<file path="src/rtl/btn_color_sel.sv">
// btn_color_sel: push-button front end for the RGB LED bank.
// Each raw button goes through a 2-flop synchroniser, a counter debouncer
// and a rising-edge detector. The resulting presses update a registered
// one-hot colour select. When several buttons press in the same cycle, the
// highest index wins.
//
// Ports:
//   clock      system clock, rising edge
//   i_reset_n  asynchronous active-low reset
//   i_btn_raw  raw button levels, active-high, asynchronous
//   o_sel      registered one-hot colour select (bit COLOR-1 = red, 0 = blue)
//   o_sel_upd  one-cycle pulse in the cycle o_sel takes a new value
//   o_btn_db   debounced button levels

// Per-button lane: synchroniser, debouncer and press detector.
//   clock, i_reset_n  as top
//   raw               raw button level
//   sync_vld          high once the synchroniser holds post-reset samples
//   db                debounced level
//   press             one-cycle rising-edge pulse of db, suppressed until armed
module btn_color_sel_lane #(
    parameter int DEB_CYCLES = 1000000
) (
    input  logic clock,
    input  logic i_reset_n,
    input  logic raw,
    input  logic sync_vld,
    output logic db,
    output logic press
);
    localparam int CW = $clog2(DEB_CYCLES + 1);
    localparam logic [CW-1:0] LIM = CW'(DEB_CYCLES - 1);

    logic [1:0]    sync_ff;
    logic          sync;
    logic [CW-1:0] cnt;
    logic          db_q;
    logic          armed;

    assign sync = sync_ff[1];

    always_ff @(posedge clock or negedge i_reset_n) begin
        if (!i_reset_n) begin
            sync_ff <= '0;
            cnt     <= '0;
            db      <= 1'b0;
            db_q    <= 1'b0;
            armed   <= 1'b0;
        end else begin
            sync_ff <= {sync_ff[0], raw};
            db_q    <= db;
            // Any return to the current debounced level restarts the count.
            if (sync == db) begin
                cnt <= '0;
            end else if (cnt == LIM) begin
                db  <= sync;
                cnt <= '0;
            end else begin
                cnt <= cnt + CW'(1);
            end
            // The lane must see the button genuinely released before it
            // reports presses. This keeps a button held through reset from
            // producing a spurious press when it debounces high.
            if (sync_vld && !sync && !db)
                armed <= 1'b1;
        end
    end

    assign press = db & ~db_q & armed;
endmodule

module btn_color_sel #(
    parameter int              COLOR      = 3,
    parameter int              DEB_CYCLES = 1000000,
    parameter logic [COLOR-1:0] RST_SEL   = COLOR'(3'b100)
) (
    input  logic             clock,
    input  logic             i_reset_n,
    input  logic [COLOR-1:0] i_btn_raw,
    output logic [COLOR-1:0] o_sel,
    output logic             o_sel_upd,
    output logic [COLOR-1:0] o_btn_db
);
    logic [COLOR-1:0] press;
    logic [COLOR-1:0] nxt_sel;
    // Synchroniser contents are only meaningful two cycles after reset.
    logic [1:0]       vld_pipe;

    for (genvar k = 0; k < COLOR; k++) begin : g_lane
        btn_color_sel_lane #(.DEB_CYCLES(DEB_CYCLES)) u_lane (
            .clock    (clock),
            .i_reset_n(i_reset_n),
            .raw      (i_btn_raw[k]),
            .sync_vld (vld_pipe[1]),
            .db       (o_btn_db[k]),
            .press    (press[k])
        );
    end

    // The loop visits indices in ascending order, so the highest pressed
    // index is the one that sticks.
    always_comb begin
        nxt_sel = '0;
        for (int k = 0; k < COLOR; k++) begin
            if (press[k]) begin
                nxt_sel    = '0;
                nxt_sel[k] = 1'b1;
            end
        end
    end

    always_ff @(posedge clock or negedge i_reset_n) begin
        if (!i_reset_n) begin
            vld_pipe  <= '0;
            o_sel     <= RST_SEL;
            o_sel_upd <= 1'b0;
        end else begin
            vld_pipe  <= {vld_pipe[0], 1'b1};
            o_sel_upd <= 1'b0;
            if (|press && nxt_sel != o_sel) begin
                o_sel     <= nxt_sel;
                o_sel_upd <= 1'b1;
            end
        end
    end
endmodule

</file>
<file path="config.mk">
export PLATFORM = sky130hd
export DESIGN_NAME = btn_color_sel
export DESIGN_NICKNAME = d
export VERILOG_FILES = /design/src/rtl/btn_color_sel.sv
export SDC_FILE = /design/constraint.sdc
export NUM_CORES = 1
export LEC_CHECK = 0
export CAP_MARGIN = 20
export CORE_MARGIN = 5
export CORE_UTILIZATION = 55
export CTS_CLUSTER_DIAMETER = 150
export CTS_CLUSTER_SIZE = 12
export DETAILED_ROUTE_END_ITERATION = 8
export HOLD_SLACK_MARGIN = 0.02
export PLACE_DENSITY = 0.81
export SLEW_MARGIN = 20
export SYNTH_ARGS = -nofsm -noshare
export SYNTH_HDL_FRONTEND = slang
export SYNTH_SLANG_ARGS = --single-unit
</file>
<file path="constraint.sdc">
create_clock -name clock -period 4.2 [get_ports clock]
set_input_delay 0.42 -clock clock [delete_from_list [all_inputs] [get_ports clock]]
set_output_delay 0.42 -clock clock [all_outputs]
set_load 0.05 [all_outputs]
</file>
Word-level counts from Yosys, hierarchy flattened
Cells that the tools add are included.
{"block": "op_classes", "addsub": 3, "n_mul": 0, "n_div": 0, "order_cmp": 0, "n_eq_ne": 7, "shift": 0, "muxes": 10, "n_bitwise": 12, "n_reduce_logical": 17}
{"cell": "20-bit 2-to-1 mux", "count": 6}
{"cell": "20-bit by 1-bit adder with 20-bit output (second input constant)", "count": 3}
{"cell": "20-bit == test (second input constant)", "count": 3}
{"cell": "1-bit logical AND", "count": 7}
{"cell": "1-bit AND", "count": 6}
{"cell": "1-bit zero test", "count": 6}
{"cell": "1-bit inverter", "count": 6}
{"cell": "2-bit AND reduction", "count": 3}
{"cell": "1-bit == test", "count": 3}
{"cell": "3-bit 2-to-1 mux", "count": 1}
{"cell": "3-bit inequality test", "count": 1}
{"cell": "3-bit OR reduction", "count": 1}
{"cell": "1-bit 2-to-1 mux", "count": 2}
{"cell": "2-bit 2-to-1 mux", "count": 1}
{"block": "word_totals", "ff_bits": 81, "latch_bits": 0, "ramBits": 0, "romBits": 0, "in_bits": 5, "out_inout_bits": 7, "wordCells": 67, "mem_count": 0}

Depth between registers and ports, before layout
{"block": "logic_depth", "depth_word": 9, "mapped_depth": 6, "mapped_depth_nobuf": 5}

Cells and area by module
From an unflattened synthesis, not the netlist that was laid out.
{"block": "hier_totals", "hier_cells": 359, "hier_area_um2": 3793.6}
{"module": "btn_color_sel_lane", "instances": 3, "cells_each": 113, "area_each_um2": 1184.9}
{"module": "btn_color_sel", "instances": 1, "cells_each": 20, "area_each_um2": 239.0}

Worst setup path after synthesis
No wires, ideal clock.
{"block": "synth_timing", "kind": "reg2reg", "from": "register g_lane[2].u_lane.cnt[0]", "to": "register g_lane[2].u_lane.cnt[10]", "setup_time_ps": 119, "t_arrival_ps": 1818, "t_required_ps": 4081, "slack_ps": 2263, "stages_incl_launch_ff": 7, "n_path_buf": 1, "period_less_slack_ps": 1937, "cell_sequence": "dfrtp_1 -> ha_1 -> nand3_2 -> or2_1 -> o41ai_4 -> buf_6 -> nor2_2"}
{"block": "synth_via", "elab_chain_cells": 3, "elab_cells_between_ends": 4, "classes_between": "add/sub (1); eq/ne (1); mux (2)"}
{"element": "from (decl)", "line_no": "36", "text": "logic [CW-1:0] cnt;"}
{"element": "from (signal assigned)", "line_no": "59", "text": "cnt <= cnt + CW'(1);"}
{"element": "20-bit by 1-bit adder with 20-bit output / 20-bit == test (equally long branches)", "line_no": "59, 55"}
{"element": "20-bit 2-to-1 mux *", "line_no": "55", "text": "end else if (cnt == LIM) begin"}
{"element": "20-bit 2-to-1 mux *", "line_no": "53", "text": "if (sync == db) begin"}
Mark *: on every way between the ends. The rest lies on a longest branch, timed or not.
A chain may end at the register's enable or synchronous reset.

Worst setup path in the final report
{"block": "layout_timing", "from": "register g_lane[2].u_lane.cnt[0]", "to": "register g_lane[2].u_lane.cnt[19]"}
The elaborated chain is that of the path after synthesis.

==> results.md <==
* Count of different cell masters after synthesis at 43
* Number of antenna-violating nets in the routed design at 0
* Initial antenna violation count at 0
* Startpoint type of the worst setup path: register
* Area share of the largest cell type after synthesis at 0.516
* Via density at 5.71
* DR vias at 2753
* Count of hold-fix buffers inserted at cts at 0
* Signal arrival time at the worst endpoint at 2480 ps
* Worst endpoint required time at 4420 ps
* Reg-to-reg slack, setup at 1940 ps
* Asr flop ratio synth at 1.00
* Number of input and output port buffers inserted at 11
* Sum of negative setup slack at 0 ps
* Clock Root Buffer: sky130_fd_sc_hd__clkbuf_8
* Vertical die dimension at 94.0 um
* Maximum root-to-sink buffer count at 2
* Synth-to-Final Area Change at 9.68%
* Power per cell area at 336 nW/um^2
* Hold Crit Class: in -> async
* First-pass GRT wire length at 12300 um
* Leakage Power at 0.00169 uW
* Highest ir drop seen on vdd at 204 uV
* Minimum period implied by the final worst setup slack at 2260 ps
* Leading post-synthesis cells by cell area: sky130_fd_sc_hd__dfrtp_1, sky130_fd_sc_hd__xnor2_1, sky130_fd_sc_hd__xor2_1, sky130_fd_sc_hd__nor2_1, sky130_fd_sc_hd__a21oi_1
* Worst Setup Path Type: reg -> reg
* Worst slew margin at 0.471
* NumNets Final at 389
* GRT Util Overall at 0.177
* DRT Wirelength at 6950 um
* Dominant synthesized flop cell: sky130_fd_sc_hd__dfrtp_1
* Synthesized instance count at 369
* Number of sinks on the clock net at 81
* Count of state elements after synthesis at 81
* Number of fillers in the final layout at 570
* Die W at 94.0 um
* Final antenna diode count at 0
* Outcome: completed
* Clock buffers created by TritonCTS at 9
* Buffers inserted by post-CTS timing repair at 0
* Share of layout cells above drive strength 1 at 0.109
* Number of gates given a new drive strength after cts at 0
* Max Transition Viols Final at 0
* Count of synthesis-stage warnings from yosys at 0
* # DRC at 0
* Post-synthesis net count at 377
* Post-route cell area at 4250 sq um
* Post-DP HPWL at 4690 um
* Pin count of the biggest net entering global routing at 82
* Seq/Total Area, Yosys at 0.523
* Std cell rows at 30
* Achievable Freq at 443 MHz
* Number of max-cap violations at 0
* Endpoint kind of the worst setup timing path: register
* Setup clock skew after layout at 15.1 ps
* Number of enable flip-flop cells after synthesis at 0
* Final clock period utilization by the worst path at 0.538
* Worst-Skew Late Latency at 350 ps
* Library cell with the largest summed area after synthesis: sky130_fd_sc_hd__dfrtp_1
* Tightest Pin Transition at 793 ps
* Setup repair after global routing missed its margin: no
* Post-DP Area at 4040 sq um
* Number of endpoints failing setup at the final stage at 0
* Number of global-route vias before repair at 2726
* Crit path max fanout at 11
* Post-Synthesis Mean Instance Area at 10.5 sq um
* Violation count after the first detailed-routing iteration at 131
* Routed length per placed instance at 14.4 um
* Hold Vio Cnt, Final at 0
* Clock-pin slew on the worst setup and hold paths at 90 ps
* Htree depth at 3
* Placeable core region at 6830 sq um
* Global-route congestion overflow total at 0
* Overall die area at 8830 sq um
* Number of placed I/O pins at 12
* Synthesized area at 3880 sq um
* Iteration count of the initial detailed-routing pass at 6
* Effective utilization at floorplan at 0.567
* Placer congestion estimate at 0.818
* TritonCTS clock tree: built
synthesized netlist by cell type (2+ instances only):
cell type                  count
sky130_fd_sc_hd__buf_2         5
sky130_fd_sc_hd__nand4_2       2
sky130_fd_sc_hd__xor2_1       16
sky130_fd_sc_hd__o21ai_0      14
sky130_fd_sc_hd__nor4b_1       3
sky130_fd_sc_hd__nand4b_1      4
sky130_fd_sc_hd__and2_1        4
sky130_fd_sc_hd__nor2_1       35
sky130_fd_sc_hd__a21oi_1      21
sky130_fd_sc_hd__or4_4         3
sky130_fd_sc_hd__nor3b_1       2
sky130_fd_sc_hd__nand2_1      26
sky130_fd_sc_hd__nand3_1      18
sky130_fd_sc_hd__or3_1        10
sky130_fd_sc_hd__or4b_1        3
sky130_fd_sc_hd__mux2_2        3
sky130_fd_sc_hd__nand3b_1      3
sky130_fd_sc_hd__ha_1          3
sky130_fd_sc_hd__nand4_1      12
sky130_fd_sc_hd__nand3_2       2
sky130_fd_sc_hd__o31ai_4       2
sky130_fd_sc_hd__o31ai_1       4
sky130_fd_sc_hd__xnor2_1      23
sky130_fd_sc_hd__a21o_1        3
sky130_fd_sc_hd__inv_1         9
sky130_fd_sc_hd__dfrtp_1      80
sky130_fd_sc_hd__nor2_2       10
sky130_fd_sc_hd__and4_1        4
sky130_fd_sc_hd__nor3_1        8
sky130_fd_sc_hd__and3_1        8
sky130_fd_sc_hd__nor4_1        8
sky130_fd_sc_hd__or4_1         7
sky130_fd_sc_hd__buf_4         4
where the power goes:
part | switching [uW] | internal, uW
clock | 273 | 308
combinational | 32.7 | 13.9
sequential | 11.1 | 790
total | 317 | 1110
metrics by stage:
step | std cells | total power, uW | setup WS [ps] | hold slack [ps] | util
2_1_floorplan | 369 | 839 | 2260 | 124 | -
3_3_place_gp | 466 | 863 | 2000 | 332 | 0.592
3_5_place_dp | 466 | 864 | 1940 | 337 | 0.592
4_1_cts | 482 | 1450 | 1930 | 251 | 0.622
5_1_grt | 482 | 1490 | 1810 | 147 | 0.622
6_report | 482 | 1430 | 1940 | 67.4 | 0.622
worst paths after layout:
| path | startpoint | endpoint | cells after the start |
|---|---|---|---|
| setup / recovery | g_lane[2].u_lane.cnt[0] | g_lane[2].u_lane.cnt[19] | 6 |
| hold / removal | i_reset_n | g_lane[0].u_lane.cnt[12] | 1 |
| setup reg to reg | g_lane[2].u_lane.cnt[0] | g_lane[2].u_lane.cnt[19] | 6 |
| hold reg to reg | g_lane[2].u_lane.sync_ff[0] | g_lane[2].u_lane.sync_ff[1] | 0 |
| max in group asynchronous | i_reset_n | g_lane[0].u_lane.sync_ff[0] | 1 |
| min in group clock | g_lane[2].u_lane.sync_ff[0] | g_lane[2].u_lane.sync_ff[1] | 0 |
logic make-up (layout without fill, tap and decap cells):
group / after synthesis / after routing / share of synthesized area
simple gates: 175 / 175 / 0.261
flops: 81 / 81 / 0.523
compound gates: 47 / 47 / 0.0810
xor+xnor: 39 / 39 / 0.0881
buf+inv: 20 / 37 / 0.0268
fa+ha+maj: 3 / 3 / 0.00968
mux: 3 / 3 / 0.00871
other cells: 1 / 1 / 0.000967
per-layer routing:
metal | track usage | routed length [um] | up-vias
li1 | - | - | 1343
met3 | 0.0369 | 219 | 10
met1 | 0.234 | 3300 | 1359
met4 | 0.0806 | 135 | 0
met2 | 0.279 | 3290 | 41
met5 | 0 | 0 | -
area by class of cell:
class	count	area, sq um	area share
timing repair buffer	12	119	0.0280
inverter	9	33.8	0.00795
sequential	81	2030	0.477
multi-input combinational	268	1740	0.410
clock inverter	4	51.3	0.0121
tap	96	120	0.0283
clock buffer	12	155	0.0365
placed cells by master, fill, tap and decap left out, types with 2 or more instances in the layout:
cell                              synthesis  layout
sky130_fd_sc_hd__or3_1                   10      10
sky130_fd_sc_hd__nand3_2                  2       2
sky130_fd_sc_hd__nand4_2                  2       2
sky130_fd_sc_hd__nand4_1                 12      12
sky130_fd_sc_hd__o31ai_1                  4       4
sky130_fd_sc_hd__and2_1                   4       4
sky130_fd_sc_hd__clkbuf_8                 0      11
sky130_fd_sc_hd__nor4b_1                  3       3
sky130_fd_sc_hd__nand3b_1                 3       3
sky130_fd_sc_hd__and3_1                   8       8
sky130_fd_sc_hd__nor4_1                   8       8
sky130_fd_sc_hd__ha_1                     3       3
sky130_fd_sc_hd__or4_4                    3       3
sky130_fd_sc_hd__nor2_1                  35      35
sky130_fd_sc_hd__nor3b_1                  2       2
sky130_fd_sc_hd__mux2_2                   3       3
sky130_fd_sc_hd__nor3_1                   8       8
sky130_fd_sc_hd__a21oi_1                 21      21
sky130_fd_sc_hd__dfrtp_1                 80      80
sky130_fd_sc_hd__inv_1                    9       9
sky130_fd_sc_hd__xnor2_1                 23      23
sky130_fd_sc_hd__clkdlybuf4s50_1          0      10
sky130_fd_sc_hd__o21ai_0                 14      14
sky130_fd_sc_hd__nand3_1                 18      18
sky130_fd_sc_hd__nor2_2                  10      10
sky130_fd_sc_hd__and4_1                   4       4
sky130_fd_sc_hd__xor2_1                  16      16
sky130_fd_sc_hd__or4_1                    7       7
sky130_fd_sc_hd__a21o_1                   3       3
sky130_fd_sc_hd__or4b_1                   3       3
sky130_fd_sc_hd__o31ai_4                  2       2
sky130_fd_sc_hd__nand4b_1                 4       4
sky130_fd_sc_hd__nand2_1                 26      26
critical path, cell delays in order, from the launching register on:
cell	delay (ps)
sky130_fd_sc_hd__dfrtp_1	420
sky130_fd_sc_hd__ha_1	220
sky130_fd_sc_hd__nand3_2	130
sky130_fd_sc_hd__or2_1	310
sky130_fd_sc_hd__o41ai_4	660
sky130_fd_sc_hd__buf_4	320
sky130_fd_sc_hd__a21oi_1	80
registers in the layout, summed over array words and instances (netlist names):
register	cells
vld_pipe	2
g_lane.u_lane.sync_ff	6
g_lane.u_lane.armed	3
o_sel_upd	1
o_sel	3
g_lane.u_lane.cnt	60
g_lane.u_lane.db	3
g_lane.u_lane.db_q	3
(Power assumes the default switching activity.)
